--- config.mk ---
export PLATFORM = sky130hd
export DESIGN_NAME = int_to_float_pipe
export DESIGN_NICKNAME = d
export VERILOG_FILES = /design/src/rtl/int_to_float_pipe.sv
export SDC_FILE = /design/constraint.sdc
export NUM_CORES = 1
export LEC_CHECK = 0
export BUFFER_PORTS_ARGS = -buffer_cell sky130_fd_sc_hd__buf_2
export CAP_MARGIN = 10
export CORE_MARGIN = 8
export CORE_UTILIZATION = 39
export CTS_BUF_LIST = sky130_fd_sc_hd__clkbuf_4
export DETAILED_ROUTE_END_ITERATION = 16
export PLACE_DENSITY_LB_ADDON = 0.25
export SLEW_MARGIN = 20
export SYNTH_ARGS = -nofsm -noshare
export SYNTH_HDL_FRONTEND = slang
export SYNTH_SLANG_ARGS = --single-unit
--- constraint.sdc ---
create_clock -name clk -period 6.59 [get_ports clk]
set_input_delay 1.318 -clock clk [delete_from_list [all_inputs] [get_ports clk]]
set_output_delay 1.318 -clock clk [all_outputs]
set_load 0.005 [all_outputs]
--- src/rtl/int_to_float_pipe.sv ---
// int_to_float_pipe: valid/ready integer to IEEE-754 single converter with tag passthrough.
// Define INT_TO_FLOAT_PIPE_FIXED_POINT_EN to add the frac_bits input (result scaled by 2^-frac_bits).
module int_to_float_pipe #(
  parameter int IN_WIDTH  = 32,
  parameter int LATENCY   = 4,
  parameter int TAG_WIDTH = 4
) (
  input  logic                 clk,
  input  logic                 areset,
  input  logic                 in_valid,
  output logic                 in_ready,
  input  logic [IN_WIDTH-1:0]  a,
  input  logic                 is_signed,
  input  logic                 rnd_mode,
  input  logic [TAG_WIDTH-1:0] in_tag,
`ifdef INT_TO_FLOAT_PIPE_FIXED_POINT_EN
  input  logic [5:0]           frac_bits,
`endif
  output logic                 out_valid,
  input  logic                 out_ready,
  output logic [31:0]          q,
  output logic [TAG_WIDTH-1:0] out_tag,
  output logic                 inexact,
  output logic                 is_zero
);
  // Normalised width keeps 23 fraction bits, guard and at least one sticky bit.
  localparam int E = IN_WIDTH > 26 ? IN_WIDTH : 26;

  typedef struct packed {
    logic                 v;
    logic                 sgn;
    logic                 rnd;
    logic [5:0]           fb;
    logic [IN_WIDTH-1:0]  mag;
    logic [TAG_WIDTH-1:0] tag;
  } s1_t;

  typedef struct packed {
    logic                 v;
    logic                 sgn;
    logic                 rnd;
    logic [7:0]           exp;
    logic [E-1:0]         norm;
    logic [TAG_WIDTH-1:0] tag;
  } mid_t;

  typedef struct packed {
    logic                 v;
    logic [31:0]          q;
    logic [TAG_WIDTH-1:0] tag;
    logic                 inx;
    logic                 z;
  } out_t;

  s1_t         s1_d, s1_q;
  mid_t        mid_d, rin;
  out_t        out_d, out_q;
  logic        stall;
  logic [6:0]  p;
  logic [22:0] frac;
  logic        g, st, inc;
  logic [23:0] frac_r;

  assign stall    = out_q.v && !out_ready;
  assign in_ready = !stall;

  always_comb begin
    s1_d.v   = in_valid;
    s1_d.sgn = is_signed && a[IN_WIDTH-1];
    s1_d.rnd = rnd_mode;
    s1_d.mag = s1_d.sgn ? -a : a;
    s1_d.tag = in_tag;
`ifdef INT_TO_FLOAT_PIPE_FIXED_POINT_EN
    s1_d.fb  = frac_bits > 6'(IN_WIDTH - 1) ? 6'(IN_WIDTH - 1) : frac_bits;
`else
    s1_d.fb  = '0;
`endif
  end

  always_ff @(posedge clk or posedge areset)
    if (areset) s1_q <= '0;
    else if (!stall) s1_q <= s1_d;

  // Leading-one detect, then left-align so the hidden bit sits at norm[E-1].
  always_comb begin
    p = '0;
    for (int i = 0; i < IN_WIDTH; i++) if (s1_q.mag[i]) p = 7'(i);
    mid_d.v    = s1_q.v;
    mid_d.sgn  = s1_q.sgn;
    mid_d.rnd  = s1_q.rnd;
    mid_d.tag  = s1_q.tag;
    mid_d.norm = E'(s1_q.mag) << (7'(E - 1) - p);
    mid_d.exp  = 8'(9'd127 + 9'(p) - 9'(s1_q.fb));
  end

  generate
    if (LATENCY == 2) begin : g_nomid
      assign rin = mid_d;
    end else begin : g_mid
      mid_t pipe_q [LATENCY-2];
      always_ff @(posedge clk or posedge areset)
        if (areset) begin
          for (int i = 0; i < LATENCY - 2; i++) pipe_q[i] <= '0;
        end else if (!stall) begin
          pipe_q[0] <= mid_d;
          for (int i = 1; i < LATENCY - 2; i++) pipe_q[i] <= pipe_q[i-1];
        end
      assign rin = pipe_q[LATENCY-3];
    end
  endgenerate

  // Round and pack; a fraction carry-out wraps to zero and bumps the exponent.
  always_comb begin
    frac    = rin.norm[E-2 -: 23];
    g       = rin.norm[E-25];
    st      = |rin.norm[E-26:0];
    inc     = !rin.rnd && g && (st || frac[0]);
    frac_r  = {1'b0, frac} + 24'(inc);
    out_d.v   = rin.v;
    out_d.z   = rin.v && !rin.norm[E-1];
    out_d.inx = rin.v && (g || st);
    out_d.tag = rin.v ? rin.tag : '0;
    out_d.q   = (rin.v && rin.norm[E-1]) ? {rin.sgn, rin.exp + 8'(frac_r[23]), frac_r[22:0]} : '0;
  end

  always_ff @(posedge clk or posedge areset)
    if (areset) out_q <= '0;
    else if (!stall) out_q <= out_d;

  assign out_valid = out_q.v;
  assign q         = out_q.q;
  assign out_tag   = out_q.tag;
  assign inexact   = out_q.inx;
  assign is_zero   = out_q.z;
endmodule

After elaboration in Yosys (flattened, before gate mapping)
Index checks and enable logic that the tools add are counted.
Storage, ports and cells
  bits in registers: 172
  bits in latches: 0
  memory bits (writable): 0
  ROM bits: 0
  input bits: 42
  output and inout bits: 40
  logic and storage cells: 76
  memories kept: 0
Cells by class
  $add $sub $neg: 5
  multipliers: 0
  divide/modulo/power cells: 0
  order comparisons: 0
  equality and inequality tests: 0
  shifts and indexed selects: 1
  mux-type cells: 34
  bitwise gates (word level): 0
  reductions and logical operators: 14
Operators with widths (count)
  7-bit two-way mux: 30
  32-bit two-way mux: 2
  32-bit negator: 1
  32-bit by 7-bit left shift with 32-bit output: 1
  23-bit by 1-bit adder with 24-bit output: 1
  7-bit by 7-bit adder with 8-bit output, first input constant: 1
  8-bit by 1-bit adder with 8-bit output: 1
  1-bit logical AND: 7
  7-bit OR reduction: 1
  5-bit by 7-bit subtractor with 7-bit output, first input constant: 1
  1-bit logical NOT: 4
  4-bit two-way mux: 1
  1-bit logical OR: 2
  1-bit two-way mux: 1

Longest topological paths before layout
  word-level depth: 33
  gate-level depth with buffers: 15
  depth with buffers taken out: 15

Worst setup path before layout
No wires, ideal clock.
  kind: input-to-reg
  start point: input a[6]
  end point: register s1_q[32] (netlist bit)
  library setup time: 0.130 ns
  arrival time: 3.365 ns
  required time: 6.460 ns
  setup slack: 3.095 ns
  stages on the path: 7
  buffers on the path: 0
  cell sequence: or4_1 -> nor4b_4 -> nand3b_1 -> or3_1 -> o41ai_2 -> xor2_1 -> o21ai_1
On the way
  word-level cells in the longest chain between the ends: 2
Ends and longest elaborated chain
  start: declaration: RTL line 12  | input logic [IN_WIDTH-1:0] a,
  32-bit negator: RTL line 71  | s1_d.mag = s1_d.sgn ? -a : a;
  32-bit two-way mux: RTL line 71
  end signal: assignment: RTL line 81  | if (areset) s1_q <= '0;
  end signal: assignment: RTL line 82  | else if (!stall) s1_q <= s1_d;
  end: declaration: RTL line 55  | s1_t s1_d, s1_q;
Every way passes these cells.
A chain may end at the register's enable or synchronous reset.

Final worst setup path
  start point: input out_ready
  end point: output in_ready
On the way
  word-level cells in the longest chain between the ends: 3
Ends and longest elaborated chain
  start: declaration: RTL line 20  | input logic out_ready,
  1-bit logical NOT: RTL line 64  | assign stall = out_q.v && !out_ready;
  1-bit logical AND: RTL line 64
  1-bit logical NOT
  end: declaration: RTL line 11  | output logic in_ready,
Every way passes these cells.

==> reports/summary.txt <==
CTS Hold Bufs -> 0
Final Core Density -> 0.434
Fin area -> 10500 um^2
CP Data Required Time -> 5.27 ns
Fmax -> 271 MHz
Comb pwr share -> 0.445
Pin count of the biggest net entering global routing -> 196
Residual DRC -> 0
Crit. End Element -> primary output
Worst R2R Path Depth -> 9
Distinct cells, synth -> 64
Min-delay src -> out_tag[2]
Cells along the critical path -> buf_2 > nor2b_4 > buf_12 > inv_2 > buf_2
Worst setup endpoint -> in_ready
WL per Instance -> 15.5 um
Switching pwr -> 1970 uW
Cell mode on critical path -> buf_2
Crit Path Class -> input port to primary output
RePlAce Congestion -> 0.904
EDFF count, synth -> 0
Count leader, synth -> nand2_1
Sequential share of power -> 0.410
Tcrit/Tclk final -> 0.560
Min Tclk post-route -> 3.69 ns
Final Skew -> 0.0290 ns
Min Hold Slack -> 0.475 ns
RSZ-0062 raised after global routing -> false
First-pass GRT wire length -> 39200 um
WP buf/inv -> 4
Most frequent cells after synthesis -> 306 x nand2_1, 172 x dfrtp_1, 78 x mux2i_1
Switching part of the total power -> 0.433
Area grow syn2layout -> 9.78%
Slowest cell on crit path -> buf_12
CTS Root Cell -> clkbuf_4
FFs w/ async S/R, synth -> 1.00
Worst hold path class -> register to register
CTS Sinks -> 172
Flop2flop setup slack -> 3.01 ns
Total routed wirelength -> 22800 um
Antenna viol nets, final -> 0
Synth Register Bits -> 172
Synth top area cells -> dfrtp_1 45%, nand2_1 12%, mux2i_1 8.2%
Levels on crit path -> 5
Post-synth top area cell -> dfrtp_1
Avg Inst Size Synth -> 8.71 um^2
Max stage delay on crit path -> 0.58 ns
Top-level I/O count -> 82
# setup viols final -> 0
Fraction of layout cells with a size suffix above 1 -> 0.127
Die H -> 173 um
Clk Latency, worst-skew pair -> 0.58 ns
CTS clock-pin slew for the worst setup and hold paths -> 0.14 ns
Clk network pwr share -> 0.144
Pre-antenna DRT Iters -> 5
Die footprint -> 29800 um^2
Initial Util -> 0.395
Max Cap Viol -> 0
Num CTS Buffers -> 17
Synth Warn # -> 0
Syn nets -> 1145
Rows -> 57
R2r startpoint -> s1_q[28]
Worst R2R End -> g_mid.pipe_q[79]
Final Power -> 4550 uW
Avg Vias per Cell -> 5.15
Final hold violations -> 0
Register area share after synthesis -> 0.450
Max-slew headroom -> 0.367
Cells after synthesis -> 1097
CTS tree -> yes
Tot GR Track Use -> 0.157
Peak supply drop -> 0.223 mV
CTS max path bufs -> 2
DR vias -> 7599
I/O Buffers -> 81
Critical path origin -> out_ready
Setup TNS -> 0 ns
Mapped cell area -> 9550 um^2
Initial antenna violation count -> 1
Post-CTS Resized -> 0
Nets -> 1186
Crit start category -> input port
Pwr/cell area -> 434 nW/um^2
Worst EP arrival -> 2.37 ns
Core area -> 24200 um^2
Number of global-route vias before repair -> 7488
Fillers -> 2491
Setup bufs post-CTS -> 0
Main synth FF type -> dfrtp_1
Worst-Margin Slew -> 0.942 ns
Kind of cell adding the most delay to the critical path -> buffers and inverters
Cell Int Power -> 2580 uW
Die width -> 173 um
Grt total ovfl -> 0
Fin. max-slew vios -> 0
Status -> completed
DRT iter0 DRCs -> 585
CP Max Fanout -> 195
Area post-placement -> 10200 um^2
DP Wirelength -> 16100 um
Yosys top cell area share -> 0.450
Static Leakage -> 0.00486 uW
CTS H-tree lvls -> 4
[routing by layer]
layer  GRT usage  wire length, um  vias up  part of all wire
met5           0                0        -                 0
met4      0.0402              319        0             0.014
met3      0.0320              939       24             0.041
met2       0.239            10000      160              0.44
met1       0.223            11500     3562              0.51
li1            -                -     3853                 -
[metrics by stage]
step | cells | setup slack [ns]
finish | 1476 | 2.90
global route | 1476 | 2.72
CTS | 1474 | 2.84
detailed placement | 1442 | 2.70
global placement | 1442 | 2.74
floorplan | 1097 | 0.612
[worst reg2reg max path, cell delays in order (launching register included)]
cell and delay (ns):
dfrtp_1 0.53, nor4_1 0.86, o21ai_1 0.21, o21a_1 0.23, buf_4 0.25, mux2i_1 0.24
mux2i_1 0.16, o21ai_0 0.52, mux2i_1 0.22, o221a_1 0.26
[area by class of cell]
cell class                 instances  area (um^2)  area share
clock inverter                    14          168      0.0160
timing repair buffer              94          536      0.0511
tap                              324          405      0.0386
clock buffer                      18          135      0.0129
multi-input combinational        835         4870       0.464
antenna                            1         2.50    0.000239
inverter                          18         72.6     0.00692
sequential                       172         4300       0.410
[logic make-up (layout without fill, tap and decap cells)]
family | count (synthesis) | in the layout | share of synthesized area
AOI/OAI and AO/OA | 211 | 211 | 0.139
buffers and inverters | 90 | 144 | 0.0423
muxes | 89 | 89 | 0.0959
xor gates and xnor gates | 58 | 58 | 0.0532
other | 0 | 1 | 0
and+or+nand+nor | 471 | 471 | 0.211
adders and majority gates | 6 | 6 | 0.00786
DFF | 172 | 172 | 0.450
[layout by cell type (no fill, tap or decap), drive strengths merged, types with 5 or more instances in the layout]
master    synthesis  final
mux2             10     10
o21ai            98     98
and2              5      5
inv              18     21
nand3            24     24
nor4              8      8
buf              22     94
ha                6      6
nand4             7      7
clkbuf           50     18
nor3             13     13
o31ai             8      8
a21oi            37     37
xor2             29     29
clkinvlp          0      5
nor2             70     70
nand2           306    306
nor2b             6      6
a22o             14     14
a221o             5      5
or3               7      7
nand2b            5      5
dfrtp           172    172
a211oi            7      7
mux2i            78     78
or4               7      7
xnor2            29     29
o211ai            7      7
and3              6      6
[registers in the layout, summed over array words and instances, names as in the netlist]
name / count
frac: 23
g: 1
g_mid.pipe_q: 70
inexact: 1
is_zero: 1
mid_d: 7
out_tag: 4
out_valid: 1
q: 32
s1_q: 32
[power by group through the flow]
stage	Sequential (uW)	Clock, uW	Combinational [uW]
finish	1870	657	2030
global route	1940	718	2270
CTS	1870	682	2040
detailed placement	1890	0	2030
global placement	1880	0	2010
floorplan	1740	0	1570
[worst min path at each step]
| stage | endpoint | cells after the start | slack [ns] |
|---|---|---|---|
| 3_3_place_gp | out_tag[2] | 2 | 0.45 |
| 2_1_floorplan | g_mid.pipe_q[0] | 2 | 0.44 |
| 5_1_grt | g_mid.pipe_q[49] | 2 | 0.50 |
| 6_report | out_tag[2] | 2 | 0.47 |
| 3_5_place_dp | out_tag[2] | 2 | 0.45 |
| 4_1_cts | out_tag[2] | 2 | 0.48 |
Note: power is estimated with default switching activity, not from simulation.
